<file path="src/rtl/posl_parl_pkg.sv">
// posl_parl_pkg: state encodings and default word width shared by the serial link stages
package posl_parl_pkg;
  localparam int DEFAULT_WIDTH = 8;
  typedef enum logic [1:0] {ST_IDLE = 2'd0, ST_SHIFT = 2'd1, ST_GAP = 2'd2} state_t;
endpackage

</file>
<file path="src/rtl/parl_posl_tx_if.sv">
// parl_posl_tx_if: parallel valid/ready word input plus the serial link toward the deserializer
interface parl_posl_tx_if import posl_parl_pkg::*; #(parameter int WIDTH = DEFAULT_WIDTH) ();
  logic [WIDTH-1:0] par_data;
  logic par_valid, par_ready, ser_data, ser_enable, frame_done, busy;
  modport master (output par_data, par_valid, input par_ready, ser_data, ser_enable, frame_done, busy);
  modport slave (input par_data, par_valid, output par_ready, ser_data, ser_enable, frame_done, busy);
endinterface

</file>
<file path="src/rtl/parl_posl_tx_piso_shift_reg.sv">
// piso_shift_reg: loadable left-shift register exposing its MSB as the serial tap
module piso_shift_reg import posl_parl_pkg::*; #(parameter int WIDTH = DEFAULT_WIDTH) (
  input  logic             clk,
  input  logic             reset,
  input  logic             load,
  input  logic             shift,
  input  logic [WIDTH-1:0] d,
  output logic             q_msb
);
  logic [WIDTH-1:0] q;
  // load wins over shift so a back-to-back reload replaces the drained word
  always_ff @(posedge clk or negedge reset)
    if (!reset) q <= '0;
    else if (load) q <= d;
    else if (shift) q <= {q[WIDTH-2:0], 1'b0};
  assign q_msb = q[WIDTH-1];
endmodule

</file>
<file path="src/rtl/parl_posl_tx.sv">
// parl_posl_tx: buffered parallel-to-serial transmitter, MSB first, optional inter-frame gap
module parl_posl_tx import posl_parl_pkg::*; #(
  parameter int WIDTH      = DEFAULT_WIDTH,
  parameter int GAP_CYCLES = 0
) (
  input logic           clk,
  input logic           reset,
  parl_posl_tx_if.slave bus
);
  localparam int CW = $clog2(WIDTH);
  localparam int GW = GAP_CYCLES > 1 ? $clog2(GAP_CYCLES) : 1;
  state_t state, state_nxt;
  logic [CW-1:0] cnt, cnt_nxt;
  logic [GW-1:0] gcnt, gcnt_nxt;
  logic [WIDTH-1:0] buf_q;
  logic buf_full, run, load, shift, accept, last, gap_end, q_msb;
  assign accept  = bus.par_valid & bus.par_ready;
  assign last    = cnt == CW'(WIDTH - 1);
  assign gap_end = gcnt == GW'(GAP_CYCLES - 1);
  // state, counters, holding buffer and the post-reset ready enable
  always_ff @(posedge clk or negedge reset)
    if (!reset) begin
      state    <= ST_IDLE;
      cnt      <= '0;
      gcnt     <= '0;
      buf_q    <= '0;
      buf_full <= 1'b0;
      run      <= 1'b0;
    end else begin
      state    <= state_nxt;
      cnt      <= cnt_nxt;
      gcnt     <= gcnt_nxt;
      buf_q    <= accept ? bus.par_data : buf_q;
      buf_full <= accept | (buf_full & ~load);
      run      <= 1'b1;
    end
  // next state: drain the buffer into the shifter whenever a frame may start
  always_comb begin
    state_nxt = state;
    cnt_nxt   = cnt;
    gcnt_nxt  = gcnt;
    load      = 1'b0;
    shift     = 1'b0;
    case (state)
      ST_IDLE: begin
        load      = buf_full;
        state_nxt = buf_full ? ST_SHIFT : ST_IDLE;
      end
      ST_SHIFT: begin
        shift    = 1'b1;
        cnt_nxt  = last ? '0 : cnt + CW'(1);
        gcnt_nxt = '0;
        if (last) begin
          load      = GAP_CYCLES == 0 && buf_full;
          state_nxt = GAP_CYCLES > 0 ? ST_GAP : buf_full ? ST_SHIFT : ST_IDLE;
        end
      end
      ST_GAP: begin
        gcnt_nxt = gcnt + GW'(1);
        if (gap_end) begin
          load      = buf_full;
          state_nxt = buf_full ? ST_SHIFT : ST_IDLE;
        end
      end
      default: state_nxt = ST_IDLE;
    endcase
  end
  piso_shift_reg #(.WIDTH(WIDTH)) u_sr (
    .clk(clk), .reset(reset), .load(load), .shift(shift), .d(buf_q), .q_msb(q_msb)
  );
  assign bus.par_ready  = run & ~buf_full;
  assign bus.ser_enable = state == ST_SHIFT;
  assign bus.ser_data   = (state == ST_SHIFT) & q_msb;
  assign bus.frame_done = (state == ST_SHIFT) & last;
  assign bus.busy       = (state != ST_IDLE) | buf_full;
endmodule

</file>
<file path="src/flat_wrapper.sv">
// flat-port wrapper written by rule: the top's interface ports become plain ports
module parl_posl_tx_flat import posl_parl_pkg::*;
#(
  parameter int WIDTH      = DEFAULT_WIDTH,
  parameter int GAP_CYCLES = 0
)
  (clk, reset, bus_par_data, bus_par_valid, bus_par_ready, bus_ser_data, bus_ser_enable, bus_frame_done, bus_busy);
  parl_posl_tx_if #(.WIDTH(WIDTH)) bus_i ();
  input logic clk;
  input logic reset;
  input wire logic [$bits(bus_i.par_data)-1:0] bus_par_data;
  input wire logic [$bits(bus_i.par_valid)-1:0] bus_par_valid;
  output wire logic [$bits(bus_i.par_ready)-1:0] bus_par_ready;
  output wire logic [$bits(bus_i.ser_data)-1:0] bus_ser_data;
  output wire logic [$bits(bus_i.ser_enable)-1:0] bus_ser_enable;
  output wire logic [$bits(bus_i.frame_done)-1:0] bus_frame_done;
  output wire logic [$bits(bus_i.busy)-1:0] bus_busy;
  assign bus_i.par_data = bus_par_data;
  assign bus_i.par_valid = bus_par_valid;
  assign bus_par_ready = bus_i.par_ready;
  assign bus_ser_data = bus_i.ser_data;
  assign bus_ser_enable = bus_i.ser_enable;
  assign bus_frame_done = bus_i.frame_done;
  assign bus_busy = bus_i.busy;
  parl_posl_tx #(.WIDTH(WIDTH), .GAP_CYCLES(GAP_CYCLES)) u_core (.clk(clk), .reset(reset), .bus(bus_i));
endmodule
</file>
<file path="config.mk">
export PLATFORM = sky130hd
export DESIGN_NAME = parl_posl_tx_flat
export DESIGN_NICKNAME = d
export VERILOG_FILES = /design/src/rtl/posl_parl_pkg.sv /design/src/rtl/parl_posl_tx_if.sv /design/src/rtl/parl_posl_tx_piso_shift_reg.sv /design/src/rtl/parl_posl_tx.sv /design/src/flat_wrapper.sv
export SDC_FILE = /design/constraint.sdc
export NUM_CORES = 1
export LEC_CHECK = 0
export ABC_AREA = 1
export BUFFER_PORTS_ARGS = -buffer_cell sky130_fd_sc_hd__clkbuf_2
export CAP_MARGIN = 20
export CORE_MARGIN = 2
export CORE_UTILIZATION = 30
export CTS_BUF_LIST = sky130_fd_sc_hd__clkbuf_8
export DETAILED_ROUTE_END_ITERATION = 8
export HOLD_SLACK_MARGIN = 0.06
export SLEW_MARGIN = 5
export SYNTH_ARGS = -nofsm -noshare
export SYNTH_HDL_FRONTEND = slang
export SYNTH_SLANG_ARGS = --single-unit
</file>
<file path="constraint.sdc">
create_clock -name clk -period 1.6 [get_ports clk]
set_input_delay 0.32 -clock clk [delete_from_list [all_inputs] [get_ports clk]]
set_output_delay 0.32 -clock clk [all_outputs]
set_load 0.02 [all_outputs]
</file>
==> run metrics <==
power share of the combinational group 41.6%; Pwr per Cell Area ~1800 mW/mm^2; largest area contributor in the netlist dfrtp_1; # setup viols final 0; sw frac between 40% and 50%; Final nets ~160; register area share after synthesis approximately 50%; Slew headroom 63.9%; H-tree level count 1; dpl cells between 150 and 200; Top Ports 16; initial antenna violation count 0; met2 WL around 860 um; clock skew between 2 and 2.5 ps; switching power roughly 980 uW; post-synthesis xor/xnor area fraction 0%; worst vdd ir between 1 and 1.5 mV; Worst-path clk slew about 80 ps; ANT cells 0; CTS tree built; first-pass GRT wire length approximately 3400 um; Iter 0 DRT Violations 4; Yosys top cell area share roughly 50%; fmax roughly 0.65 GHz; RSZ-0062 raised after global routing no; Synth Register Bits 22; Netlist cell types 15; met3 wire length roughly 70 um; share of cells above drive strength 1 between 30 and 40%; Tcrit/Tclk final 96.7%; Mapped Nets between 100 and 150; Final HPWL DP around 1400 um; post-synthesis simple-gate area fraction 36.8%; top routing layer in use met4; power share of the sequential group between 40% and 50%; Adder-Cell Fraction of Synth Area under 10%; multi-input logic area between 400 and 500 um^2; routed vias approximately 800; TritonCTS Buffers 3; CP Max Fanout 2; dpl ws roughly 170 ps; Root Driver clkbuf_8; Final Hold Vio Count 0; Core Area approximately 0.0034 mm^2; syn_area_per_cell about 9.0 um^2; Filler cells 367; Gate Count Post-Synth 121; final design utilization between 30% and 40%; Die W ~64 um; drt drc 0; Synth Area in Compound Gates roughly 2%; min setup slack post-route roughly 52 ps; Syn-to-layout area delta 20.2%; Post-Route WL slightly below 2000 um; final count of pins violating max slew 0; Pre-Repair DR Iteration Count 3; Longest Clk Path Bufs 2; vias per cell about 4.2; Post-Syn Area around 0.0011 mm^2; CP arrival 1230 ps; leakage power ~0.7 nW; mux cell area share after synthesis 0%; final std cells w/o fill between 150 and 200; Worst Path Required 1280 ps; vias in the first global route 787; most common cell after layout, fill and taps aside nand2_1; TNS Setup 0 ps; routed len/inst a little over 10 um; IO buf count 15; Startpoint Class register; yosys warns 0; Clock power frac ~17%; Rows 21; most frequent cells in the layout nand2_1, dfrtp_1, clkbuf_2, inv_1, nand3_2; Final ANT Viol Nets 0; die area slightly above 0.004 mm^2; run status complete, no violations; Initial Util 32.1%; largest family of logic cells by synthesized area simple AND/OR/NAND/NOR gates; Final Wtd Congestion 0.729; largest net degree at the start of global routing 23; GRT Total Usage ~11%; nature of the critical path endpoint output pin; Max Cap Viol 0; clk_lat worst skew about 260 ps; Hold WC Path Type in -> reg; WL met1 958 um; CTS sink cnt 22; die height 64.4 um; fin crit period about 1500 ps; worst hold slack roughly 270 ps; Remaining Overflow, GRT 0; internal power between 1 and 1.5 mW; register area 551 um^2; top cells by area, synth dfrtp_1, nand2_1, nand3_2; Worst Tran Pin Value approximately 540 ps; critical setup path kind reg -> out
cells by family (layout without fill, tap and decap cells):
group           count (synthesis)  after routing
fa+ha+maj                       2              2
other cells                     1              1
compound gates                  3              3
buf+inv                        18             39
simple gates                   75             75
flops                          22             22
path summary, 6_finish.rpt:
| path | start | depth (start not counted) | endpoint | slack [ps] |
|---|---|---|---|---|
| max in group asynchronous | reset | 2 | u_core.u_sr.q[6]$_DFFE_PN0P_ | 670 |
| max | u_core.cnt[1]$_DFFE_PN0P_ | 5 | bus_frame_done | 50 |
| max reg2reg | u_core.cnt[0]$_DFFE_PN0P_ | 7 | u_core.u_sr.q[2]$_DFFE_PN0P_ | 210 |
| min in group asynchronous | reset | 2 | u_core.cnt[1]$_DFFE_PN0P_ | 560 |
| min reg2reg | u_core.buf_q[2]$_DFFE_PN0P_ | 2 | u_core.buf_q[2]$_DFFE_PN0P_ | 500 |
| min | bus_par_data[0] | 3 | u_core.buf_q[0]$_DFFE_PN0P_ | 270 |
state kept, by name (all words and copies together) (netlist names):
name             flops
u_core.cnt           3
u_core.state         1
u_core.buf_q         8
u_core.buf_full      1
u_core.run           1
u_core.u_sr.q        8
metrics by stage:
step | power (mW) | instance area (um^2)
after floorplan | 1.73 | 1090
after global placement | 1.86 | 1200
after detailed placement | 1.90 | 1200
after CTS | 2.34 | 1280
after global routing | 2.62 | 1320
final | 2.39 | 1320
Yosys cell counts:
cell / number
nand2_2: 2
nor2_1: 7
nand3_2: 13
nor2_4: 2
dfrtp_1: 22
nand3_1: 10
ha_1: 2
o21ai_1: 1
clkbuf_1: 1
conb_1: 1
nand2_4: 1
nand2_1: 40
buf_6: 3
inv_1: 14
o21ai_2: 2
critical path: stages (launching register included):
cell     delay [ps]
dfrtp_1         390
ha_2            210
ha_4            160
nand2_2          60
inv_2            40
buf_6           120
layer usage:
layer,up-vias,global-route usage [%]
met3,5,2.60
li1,415,-
met4,0,5.59
met2,15,16.8
met5,-,0
met1,360,13.9
power by group through the flow:
stage	registers (mW)	logic (mW)	clock network (mW)
finish	0.999	0.996	0.398
global route	1.03	1.16	0.433
CTS	0.992	0.937	0.409
detailed placement	1.01	0.898	0
global placement	0.998	0.863	0
floorplan	0.972	0.756	0
timing repair:
| item | 4_1_cts | 5_1_grt |
|---|---|---|
| resized for setup | 3 | 5 |
| setup buffers | 1 | 2 |
| setup endpoints to repair | 1 | 2 |
| endpoints found under the hold margin | 22 | 0 |
| pin swaps | 0 | 3 |
| hold buffers | 1 | 0 |
final cells by class:
class                           count  area share [%]
Clock buffer                        4            4.18
Inverter                           14            3.99
Multi-Input combinational cell     81            35.8
Sequential cell                    22            41.8
Tap cell                           46            4.37
Timing Repair Buffer               21            9.79
Power figures use the tool's default switching activity.
